## src/rtl/vit_chk_pkg.sv

```systemverilog
// rtl/vit_chk_pkg.sv - shared FSM state type and FIFO width helper for the Viterbi BER checker
package vit_chk_pkg;

    typedef enum logic [1:0] {
        IDLE = 2'd0,
        WARM = 2'd1,
        RUN  = 2'd2,
        BAD  = 2'd3
    } chk_state_t;

    // Pointer/level width: one extra bit so full and empty are distinguishable.
    function automatic int ptr_w(input int depth);
        return $clog2(depth) + 1;
    endfunction

endpackage

```

## src/rtl/vit_chk_fifo.sv

```systemverilog
// rtl/vit_chk_fifo.sv - 1-bit synchronous FIFO holding reference bits awaiting comparison
module vit_chk_fifo
    import vit_chk_pkg::*;
#(
    parameter int DEPTH = 64
) (
    input  logic                     clk,
    input  logic                     rst,
    input  logic                     push,
    input  logic                     pop,
    input  logic                     flush,
    input  logic                     din,
    output logic                     dout,
    output logic                     full,
    output logic                     empty,
    output logic [ptr_w(DEPTH)-1:0]  level
);

    localparam int AW = $clog2(DEPTH);
    localparam int PW = AW + 1;

    logic [DEPTH-1:0] mem;
    logic [PW-1:0]    wr_ptr;
    logic [PW-1:0]    rd_ptr;

    // The caller qualifies push/pop; a push while full is only issued together with a pop.
    always_ff @(posedge clk or negedge rst) begin
        if (!rst) begin
            wr_ptr <= '0;
            rd_ptr <= '0;
        end else if (flush) begin
            wr_ptr <= '0;
            rd_ptr <= '0;
        end else begin
            if (push) wr_ptr <= wr_ptr + PW'(1);
            if (pop)  rd_ptr <= rd_ptr + PW'(1);
        end
    end

    always_ff @(posedge clk) begin
        if (push && !flush) mem[wr_ptr[AW-1:0]] <= din;
    end

    assign dout  = mem[rd_ptr[AW-1:0]];
    assign empty = (wr_ptr == rd_ptr);
    assign full  = (wr_ptr[AW] != rd_ptr[AW]) && (wr_ptr[AW-1:0] == rd_ptr[AW-1:0]);
    assign level = wr_ptr - rd_ptr;

endmodule

```

## config.mk

```make
export PLATFORM = sky130hd
export DESIGN_NAME = vit_chk_fifo
export DESIGN_NICKNAME = d
export VERILOG_FILES = /design/src/rtl/vit_chk_pkg.sv /design/src/rtl/vit_chk_fifo.sv
export SDC_FILE = /design/constraint.sdc
export NUM_CORES = 1
export LEC_CHECK = 0
export ABC_AREA = 1
export BUFFER_PORTS_ARGS = -buffer_cell sky130_fd_sc_hd__buf_2
export CAP_MARGIN = 15
export CORE_ASPECT_RATIO = 0.5
export CORE_UTILIZATION = 50
export CTS_CLUSTER_DIAMETER = 120
export DETAILED_ROUTE_END_ITERATION = 16
export HOLD_SLACK_MARGIN = 0.02
export PLACE_DENSITY = 0.66
export SYNTH_ARGS = -nofsm -noshare
export SYNTH_HDL_FRONTEND = slang
export SYNTH_SLANG_ARGS = --single-unit
```

## constraint.sdc

```tcl
create_clock -name clk -period 2.8 [get_ports clk]
set_clock_uncertainty 0.05 [all_clocks]
set_input_delay 0.28 -clock clk [delete_from_list [all_inputs] [get_ports clk]]
set_output_delay 0.28 -clock clk [all_outputs]
set_load 0.02 [all_outputs]
```

==> insert_results.sql, run 1 <==
INSERT INTO impl_metrics (metric_group, metric, value, unit) VALUES
('die', 'core.rowCount', '22', ''),
('sta', 'timing.final.hold_violations', '0', ''),
('outcome', 'run_status', 'completed', ''),
('drt', 'wire_per_inst', '16.6', 'um'),
('place', 'io_buffer_count', '15', ''),
('sta', 'slew_viol_final', '0', ''),
('synthesis', 'netlist_top_cells_count', 'nand2_1, nor2_1, edfxtp_1', ''),
('critical_path', 'worstPathRequired', '2.47', 'ns'),
('clock_tree', 'cell_chosen_for_the_clock_root', 'clkbuf_16', ''),
('finish', 'multiInputGateArea', '1430', 'um^2'),
('critical_path', 'crit_type', 'register to primary output', ''),
('global_route', 'grt.total_usage', '25.4', '%'),
('sta', 'final.min_clock_period', '2.55', 'ns'),
('clock_tree', 'cts-root-to-sink-buffers', '2', ''),
('clock_tree', 'cts.sink_count', '78', ''),
('sta', 'hold_ws', '0.160', 'ns'),
('global_route', 'first_global_vias', '2813', ''),
('drt', 'first_pass_iters', '5', ''),
('synthesis', 'async_flop_share', '17.9', '%'),
('critical_path', 'setup.worst_path.end_class', 'primary output', ''),
('synthesis', 'adder_cell_area_share_of_the_yosys_netlist', '3.00', '%'),
('flow_run', 'max_cap_violations', '0', ''),
('synthesis', 'dominantRegCellSynth', 'edfxtp_1', ''),
('finish', 'area_delta_synth_final', '11.1', '%'),
('drt', 'postRouteAntennaNets', '0', ''),
('place', 'place_area', '4120', 'um^2'),
('power_and_ir_drop', 'power.leakage', '1.84', 'nW'),
('sta', 'slew_headroom', '34.4', '%'),
('critical_path', 'timing.critical_path.cells', 'inv_1 > ha_1 > fa_1 > nor2_1 > a211oi_1 > o21ai_0 > xor2_1 > buf_2', ''),
('synthesis', 'synth_top_area_cell', 'edfxtp_1', ''),
('finish', 'final_layout_size_suffix_gt1_share', '9.17', '%'),
('min_path', 'worstHoldPathType', 'input port to register', ''),
('critical_path', 'category_of_the_worst_setup_path_launch_point', 'register', ''),
('synthesis', 'syn_area', '4000', 'um^2'),
('global_route', 'grt_max_degree', '65', ''),
('finish', 'fillers', '691', ''),
('global_route', 'global_route.overflow_total', '0', ''),
('die', 'initial_core_utilization', '53.0', '%'),
('global_route', 'grt_util_met2', '35.6', '%'),
('synthesis', 'synth_mux_area_share', '0', '%'),
('synthesis', 'synth_nets', '460', ''),
('clock_tree', 'clkLatencyLatePin', '0.34', 'ns'),
('synthesis', 'synth_top_family_by_area', 'simple AND/OR/NAND/NOR gates', ''),
('critical_path', 'cpPeakStageDelay', '0.41', 'ns'),
('power_and_ir_drop', 'worst_ir_drop_vdd', '398', 'uV'),
('drt', 'initialDrtViolationCount', '296', ''),
('finish', 'n_antenna_cell', '0', ''),
('place', 'count_of_placed_standard_cells_including_taps', '560', ''),
('global_route', 'grt_use_met1', '37.4', '%'),
('finish', 'final_cells', '577', ''),
('global_route', 'grt_antenna_before_repair', '0', ''),
('sta', 'fin_tns_setup', '0', 'ns'),
('synthesis', 'simple_gate_share_of_the_synthesized_area', '26.0', '%'),
('sta', 'clock.fmax', '393', 'MHz'),
('sta', 'layout_worst_path_cycle_share', '91.0', '%'),
('finish', 'final_layout_net_count', '479', ''),
('clock_tree', 'path_clk_slew', '0.06', 'ns'),
('die', 'floorplan.die.height', '65.2', 'um'),
('drt', 'routed_wl', '9.57', 'mm'),
('drt', 'vias_per_cell', '5.37', ''),
('finish', 'layout.cell_area.non_filler', '4440', 'um^2'),
('synthesis', 'share_of_the_yosys_chip_area_belonging_to_registers', '56.8', '%'),
('synthesis', 'yosysTopAreaCellShare', '48.1', '%'),
('synthesis', 'synth_warnings', '0', ''),
('critical_path', 'arr_time_crit_path', '2.22', 'ns'),
('critical_path', 'crit_fanout', '4', ''),
('place', 'weighted_congestion_reported_at_the_end_of_routability_driven_placement', '0.955', ''),
('synthesis', 'post_synthesis_compound_gate_area_fraction', '5.32', '%'),
('sta', 'setup_viol', '0', ''),
('clock_tree', 'cts_tree', 'yes', ''),
('global_route', 'grt-busiest-layer', 'met1', '');
[path summary, 6_finish.rpt]
kind / cells after the start / slack [ns] / to / start
max in group asynchronous: 2 / 2.11 / rd_ptr[0] / rst
hold / removal: 2 / 0.16 / rd_ptr[1] / flush
min in group asynchronous: 2 / 0.33 / wr_ptr[2] / rst
hold reg to reg: 1 / 0.44 / wr_ptr[6] / wr_ptr[6]
setup / recovery: 8 / 0.25 / level[6] / wr_ptr[0]
setup reg to reg: 8 / 0.94 / rd_ptr[6] / rd_ptr[0]
[final cells by class]
class                   instances  area share, %
well taps                     108           3.04
inverters                      50           4.34
multi-input cells             307           32.1
flip-flops and latches         78           51.2
repair buffers                 18           2.25
clock inverters                 7           2.00
clock buffers                   9           5.07
[per-layer routing]
metal	part of all wire (%)	vias up
met4	1.7	0
li1	-	1495
met2	42	115
met1	48	1472
met5	0	-
met3	7.8	17
[sequential cells by signal, indices dropped and copies added, names as in the netlist]
register and cells:
rd_ptr 7, mem 64, wr_ptr 7
[power breakdown]
| group | internal, mW | switching [mW] |
|---|---|---|
| clock network | 0.774 | 0.462 |
| logic | 0.0752 | 0.178 |
| registers | 1.26 | 0.00831 |
[metrics by stage]
stage	worst slack, ns	total power [mW]
2_1_floorplan	0.600	1.47
6_report	0.253	2.76
3_3_place_gp	0.637	1.55
4_1_cts	0.198	2.77
5_1_grt	0.107	2.84
3_5_place_dp	0.576	1.55
[critical path, delay by kind of cell, from the launching register on]
family	cells	cell delay, ns
XOR/XNOR	1	0.16
buffers and inverters	2	0.30
AND/OR/NAND/NOR	1	0.11
flip-flops	1	0.41
AO/OA/AOI/OAI	2	0.27
adder cells (fa/ha/maj)	2	0.64
[repair_timing]
item	4_1_cts	5_1_grt
endpoints found under the hold margin	14	0
hold buffers	1	0
setup endpoints to repair	0	1
resized for setup	0	1
[logic make-up after synthesis]
logic type,Yosys count
AO/OA/AOI/OAI,38
XOR/XNOR,6
adder cells (fa/ha/maj),9
buffers and inverters,60
flip-flops,78
AND/OR/NAND/NOR,254
[cells in the final DEF (no fill, tap or decap), types with 2 or more instances in the layout]
cell and n:
a21oi_1 11, buf_2 15, buf_4 2, bufinv_16 2, clkbuf_16 9, clkinv_1 2, dfrtp_1 14, edfxtp_1 64
ha_1 8, inv_1 45, inv_2 3, inv_4 2, nand2_1 102, nand2_2 3, nand3_1 38, nor2_1 102
nor3_1 4, o21ai_0 17, o21ai_1 3, o21bai_1 2, xor2_1 5
Power figures use the tool's default switching activity.
==> run 2: changes to the inputs <==
CTS_BUF_LIST = sky130_fd_sc_hd__clkbuf_16   (was not set)
MAX_ROUTING_LAYER = met4   (was not set)
SETUP_SLACK_MARGIN = 0.3   (was not set)
==> run 2 against run 1 <==
Die area unchanged. Critical path depth unchanged. Non-clock buffer count increased by 2. First-iteration DRC count up 9.1%. Cell area barely moved. Routed wire length fell by 0.25%. Core utilization barely moved.
==> insert_results.sql, run 2 (synthesis results as in run 1) <==
INSERT INTO impl_metrics (metric_group, metric, value, unit) VALUES
('outcome', 'run_status', 'completed', ''),
('die', 'design.portCount', '16', ''),
('critical_path', 'arr_time_crit_path', '2.08', 'ns'),
('critical_path', 'category_of_the_worst_setup_path_launch_point', 'register', ''),
('drt', 'route.vias.total', '3066', ''),
('drt', 'wire_per_inst', '16.5', 'um'),
('global_route', 'grt_use_met1', '36.0', '%'),
('global_route', 'grt-busiest-layer', 'met2', ''),
('sta', 'rsz_0062_raised_after_global_routing', 'true', ''),
('sta', 'final.min_clock_period', '2.41', 'ns'),
('drt', 'remaining_drc_errors', '0', ''),
('clock_tree', 'cell_chosen_for_the_clock_root', 'clkbuf_16', ''),
('critical_path', 'crit_fanout', '8', ''),
('global_route', 'grt_util_met2', '37.0', '%'),
('global_route', 'grt.total_usage', '25.9', '%'),
('global_route', 'grt_antenna_before_repair', '0', ''),
('min_path', 'worstHoldPathType', 'input port to register', ''),
('clock_tree', 'cts-root-to-sink-buffers', '2', ''),
('power_and_ir_drop', 'worst_ir_drop_vdd', '401', 'uV'),
('drt', 'postRouteAntennaNets', '0', ''),
('place', 'place_ws', '0.589', 'ns'),
('global_route', 'global_route.overflow_total', '0', ''),
('critical_path', 'rrSetupSlack', '1.05', 'ns'),
('power_and_ir_drop', 'power_per_cell_area', '596', 'nW/um^2'),
('finish', 'n_antenna_cell', '0', ''),
('sta', 'setup_ws', '0.390', 'ns'),
('sta', 'slew_at_the_pin_closest_to_its_max_slew_limit', '0.980', 'ns'),
('critical_path', 'timing.rr.start', 'rd_ptr[0]', ''),
('sta', 'setup_viol', '0', ''),
('drt', 'initialDrtViolationCount', '323', ''),
('power_and_ir_drop', 'power.leakage', '1.83', 'nW'),
('critical_path', 'crit_type', 'register to primary output', ''),
('sta', 'layout_worst_path_cycle_share', '86.1', '%'),
('global_route', 'grt_first_pass_wirelength', '15.1', 'mm'),
('finish', 'area_delta_synth_final', '11.1', '%'),
('drt', 'vias_per_cell', '5.30', ''),
('die', 'floorplan.die.height', '65.2', 'um'),
('clock_tree', 'cts.htree.levels', '3', ''),
('drt', 'routed_wl', '9.55', 'mm'),
('global_route', 'first_global_vias', '2806', ''),
('die', 'core.rowCount', '22', ''),
('global_route', 'grt_max_degree', '65', ''),
('die', 'design.die.area', '8380', 'um^2'),
('global_route', 'met3_track_utilization_from_global_routing', '7.08', '%'),
('critical_path', 'start_point_of_the_critical_path', 'rd_ptr[2]', ''),
('clock_tree', 'clkLatencyLatePin', '0.33', 'ns'),
('clock_tree', 'cts-buffers-inserted', '9', ''),
('sta', 'slew_viol_final', '0', ''),
('min_path', 'hold_path.startpoint', 'flush', ''),
('min_path', 'hold-path-endpoint', 'rd_ptr[1]', ''),
('clock_tree', 'cts_tree', 'yes', ''),
('place', 'hpwlAfterDp', '5.91', 'mm'),
('place', 'weighted_congestion_reported_at_the_end_of_routability_driven_placement', '0.947', ''),
('sta', 'fin_tns_setup', '0', 'ns'),
('clock_tree', 'cts.sink_count', '78', ''),
('critical_path', 'worstPathRequired', '2.47', 'ns'),
('sta', 'clock.fmax', '415', 'MHz'),
('finish', 'most-common-layout-cells', 'nand2_1, nor2_1, edfxtp_1, inv_1, nand3_1', ''),
('die', 'initial_core_utilization', '53.0', '%'),
('die', 'chipWidth', '128', 'um'),
('critical_path', 'worst_r2r_path_depth', '8', ''),
('sta', 'timing.final.hold_violations', '0', ''),
('finish', 'final_layout_size_suffix_gt1_share', '10.4', '%'),
('drt', 'first_pass_iters', '6', ''),
('min_path', 'hold-path-cell-count', '2', ''),
('finish', 'fillers', '694', ''),
('clock_tree', 'path_clk_slew', '0.06', 'ns'),
('die', 'core-area', '7540', 'um^2'),
('finish', 'max_ffs_per_register', '64', ''),
('sta', 'slew_headroom', '34.7', '%'),
('flow_run', 'max_cap_violations', '0', ''),
('finish', 'final_layout_net_count', '481', ''),
('critical_path', 'setup.worst_path.end_class', 'primary output', ''),
('place', 'io_buffer_count', '15', ''),
('finish', 'layout_commonest_cell', 'nand2_1', ''),
('critical_path', 'worst_r2r_endpoint', 'rd_ptr[6]', '');
run 2: final cells by class:
class,count,area (um^2),area share [%]
clock buffer,9,225,5.07
multi-input combinational,307,1440,32.3
clock inverter,6,53.8,1.21
timing repair buffer,20,121,2.73
tap,108,135,3.04
inverter,50,195,4.39
sequential,78,2270,51.2
run 2: where the power goes:
part	internal, mW	switching (mW)	total [mW]
clock network	0.674	0.438	1.11
registers	1.26	0.00805	1.27
logic	0.0815	0.181	0.263
run 2: how the worst max path moves through the flow:
stage / end / slack, ns / depth (start not counted)
floorplan: level[5] / 0.60 / 9
global placement: level[5] / 0.63 / 8
detailed placement: level[5] / 0.59 / 8
CTS: level[5] / 0.30 / 8
global route: level[5] / 0.28 / 8
finish: level[5] / 0.39 / 8
run 2: through the flow:
stage	area (um^2)	power, mW	hold WS (ns)	utilization (%)	std cells
finish	4440	2.65	0.154	58.9	578
global route	4440	2.73	0.156	58.9	578
CTS	4420	2.65	0.150	58.6	577
detailed placement	4120	1.55	0.156	54.6	560
global placement	4120	1.55	0.153	54.6	560
floorplan	4000	1.47	-0.0656	-	445
run 2: repair_timing:
action / 4_1_cts / 5_1_grt
endpoints found under the hold margin: 14 / 0
gates resized for setup: 3 / 8
endpoints found under the setup margin: 2 / 3
buffers inserted: 1 / 1
cloned: 0 / 0
pin swaps: 0 / 1
hold buffers: 1 / 0
run 2: worst max-delay path: stages (launching register included):
cell,delay [ns]
dfrtp_2,0.45
inv_4,0.09
ha_1,0.35
nand2_1,0.06
o21ai_1,0.20
a21oi_1,0.10
o21bai_1,0.16
xor2_1,0.16
buf_2,0.18
run 2: per-layer routing:
metal / part of all wire, % / vias to the layer above / wire, um
met4: 1.2 / 0 / 114
met3: 8.8 / 13 / 839
li1: - / 1492 / -
met5: 0 / - / 0
met1: 47 / 1436 / 4510
met2: 43 / 125 / 4080
==> run 3: changes to the inputs <==
RECOVER_POWER = 100   (was not set)
==> run 3 against run 2 <==
The flow now finishes with violations (capacitance limit, slew limit). Critical path depth is the same. Sequential cell count stayed put. Worst hold slack worse by 0.00083 ns. Non-clock buffer count is the same. Largest cell class unchanged. Largest power group unchanged.
==> insert_results.sql, run 3 (synthesis results as in run 1) <==
INSERT INTO impl_metrics (metric_group, metric, value, unit) VALUES
('die', 'core.rowCount', '22', ''),
('finish', 'max_ffs_per_register', '64', ''),
('clock_tree', 'cts.sink_count', '78', ''),
('die', 'core-area', '7540', 'um^2'),
('sta', 'rsz_0062_raised_after_global_routing', 'true', ''),
('outcome', 'violations', 'capacitance limit, slew limit', ''),
('sta', 'layout_worst_path_cycle_share', '89.1', '%'),
('finish', 'final_cells', '578', ''),
('finish', 'final_layout_net_count', '481', ''),
('die', 'floorplan.die.height', '65.2', 'um'),
('sta', 'fin_tns_setup', '0', 'ns'),
('drt', 'postRouteAntennaNets', '0', ''),
('sta', 'slew_headroom', '-55.4', '%'),
('drt', 'routed_wl', '9.51', 'mm'),
('global_route', 'grt_max_degree', '65', ''),
('global_route', 'grt.total_usage', '25.9', '%'),
('flow_run', 'max_cap_violations', '1', ''),
('critical_path', 'arr_time_crit_path', '2.17', 'ns'),
('critical_path', 'setup.worst_path.end_class', 'primary output', ''),
('finish', 'multiInputGateArea', '1420', 'um^2'),
('drt', 'first_pass_iters', '6', ''),
('global_route', 'global_route.overflow_total', '0', ''),
('min_path', 'worstHoldPathType', 'input port to register', ''),
('clock_tree', 'cts-root-to-sink-buffers', '2', ''),
('place', 'count_of_placed_standard_cells_including_taps', '560', ''),
('sta', 'final.min_clock_period', '2.50', 'ns'),
('place', 'weighted_congestion_reported_at_the_end_of_routability_driven_placement', '0.947', ''),
('finish', 'most-common-layout-cells', 'nand2_1, nor2_1, edfxtp_1, inv_1, nand3_1', ''),
('outcome', 'run_status', 'complete, but fails checks', ''),
('clock_tree', 'cts_tree', 'yes', ''),
('power_and_ir_drop', 'total_power', '2.64', 'mW'),
('sta', 'slew_viol_final', '65', ''),
('drt', 'remaining_drc_errors', '0', ''),
('critical_path', 'start_point_of_the_critical_path', 'rd_ptr[2]', ''),
('finish', 'final-seq-area', '2270', 'um^2'),
('global_route', 'grt_antenna_before_repair', '0', ''),
('power_and_ir_drop', 'power_per_cell_area', '598', 'nW/um^2'),
('global_route', 'grt_first_pass_wirelength', '15.1', 'mm'),
('drt', 'wire_per_inst', '16.4', 'um'),
('clock_tree', 'cell_chosen_for_the_clock_root', 'clkbuf_16', ''),
('critical_path', 'crit_fanout', '8', ''),
('critical_path', 'timing.rr.start', 'rd_ptr[0]', ''),
('die', 'design.portCount', '16', ''),
('power_and_ir_drop', 'worst_ir_drop_vdd', '401', 'uV'),
('clock_tree', 'cts.htree.levels', '3', ''),
('place', 'hpwlAfterDp', '5.91', 'mm'),
('min_path', 'hold_path.startpoint', 'flush', ''),
('clock_tree', 'path_clk_slew', '0.06', 'ns'),
('sta', 'timing.final.hold_violations', '0', ''),
('place', 'io_buffer_count', '15', ''),
('critical_path', 'crit_type', 'register to primary output', ''),
('clock_tree', 'cts-buffers-inserted', '9', ''),
('die', 'initial_core_utilization', '53.0', '%'),
('finish', 'layout_commonest_cell', 'nand2_1', ''),
('finish', 'final_layout_size_suffix_gt1_share', '7.66', '%'),
('clock_tree', 'clkLatencyLatePin', '0.33', 'ns'),
('drt', 'route.vias.total', '3067', ''),
('global_route', 'first_global_vias', '2806', ''),
('critical_path', 'category_of_the_worst_setup_path_launch_point', 'register', ''),
('die', 'chipWidth', '128', 'um'),
('critical_path', 'worstPathRequired', '2.47', 'ns'),
('power_and_ir_drop', 'power.leakage', '1.80', 'nW'),
('finish', 'n_antenna_cell', '0', ''),
('drt', 'vias_per_cell', '5.31', ''),
('finish', 'fillers', '704', ''),
('sta', 'clock.fmax', '401', 'MHz'),
('die', 'design.die.area', '8380', 'um^2'),
('sta', 'slew_at_the_pin_closest_to_its_max_slew_limit', '2.33', 'ns'),
('drt', 'initialDrtViolationCount', '308', ''),
('sta', 'setup_viol', '0', ''),
('finish', 'area_delta_synth_final', '10.3', '%'),
('sta', 'hold_ws', '0.153', 'ns');
## run 3: through the flow
stage          setup WS (ns)  cell area (um^2)  util (%)
2_1_floorplan          0.600              4000         -
6_report               0.304              4410      58.5
3_3_place_gp           0.634              4120      54.6
4_1_cts                0.299              4420      58.6
5_1_grt                0.183              4410      58.5
3_5_place_dp           0.589              4120      54.6
## run 3: critical path: stages, from the launching register on
cell      delay, ns
dfrtp_1        0.51
inv_4          0.10
ha_1           0.34
nand2_1        0.12
nor2_2         0.04
a211oi_2       0.22
o21ai_0        0.17
xor2_1         0.16
buf_4          0.17
## run 3: path summary, 6_finish.rpt
check                            end  slack [ns]  cells past startpoint
hold reg to reg            wr_ptr[6]        0.44                      1
min in group asynchronous  rd_ptr[2]        0.50                      2
setup / recovery            level[6]        0.30                      8
max in group asynchronous  rd_ptr[1]        1.63                      2
setup reg to reg           rd_ptr[6]        1.05                      8
hold / removal             rd_ptr[1]        0.15                      2
## run 3: final cells by class
class,instances,area share (%)
clock buffer,9,5.11
clock inverter,6,1.22
inverter,50,4.43
multi-input combinational,307,32.1
sequential,78,51.5
tap,108,3.06
timing repair buffer,20,2.50
## run 3: repair_timing
item                       CTS  global route
buffers inserted             1             1
setup endpoints to repair    2             3
hold endpoints to repair    14             0
hold buffers                 1             0
pin swaps                    0             1
gates resized for setup      3             8
## run 3: per-layer routing
| layer | global-route usage [%] | part of all wire (%) | wire length (um) | up-vias |
|---|---|---|---|---|
| met5 | - | 0 | 0 | - |
| met4 | 8.38 | 1.2 | 114 | 0 |
| met3 | 7.08 | 8.9 | 849 | 13 |
| met2 | 37.0 | 42 | 4020 | 130 |
| met1 | 36.0 | 48 | 4520 | 1432 |
| li1 | - | - | - | 1492 |
## run 3: where the power goes
group	switching [mW]	total [mW]	leakage (nW)	internal [mW]
clock network	0.438	1.11	0.134	0.673
registers	0.00788	1.27	0.766	1.26
logic	0.180	0.256	0.898	0.0762
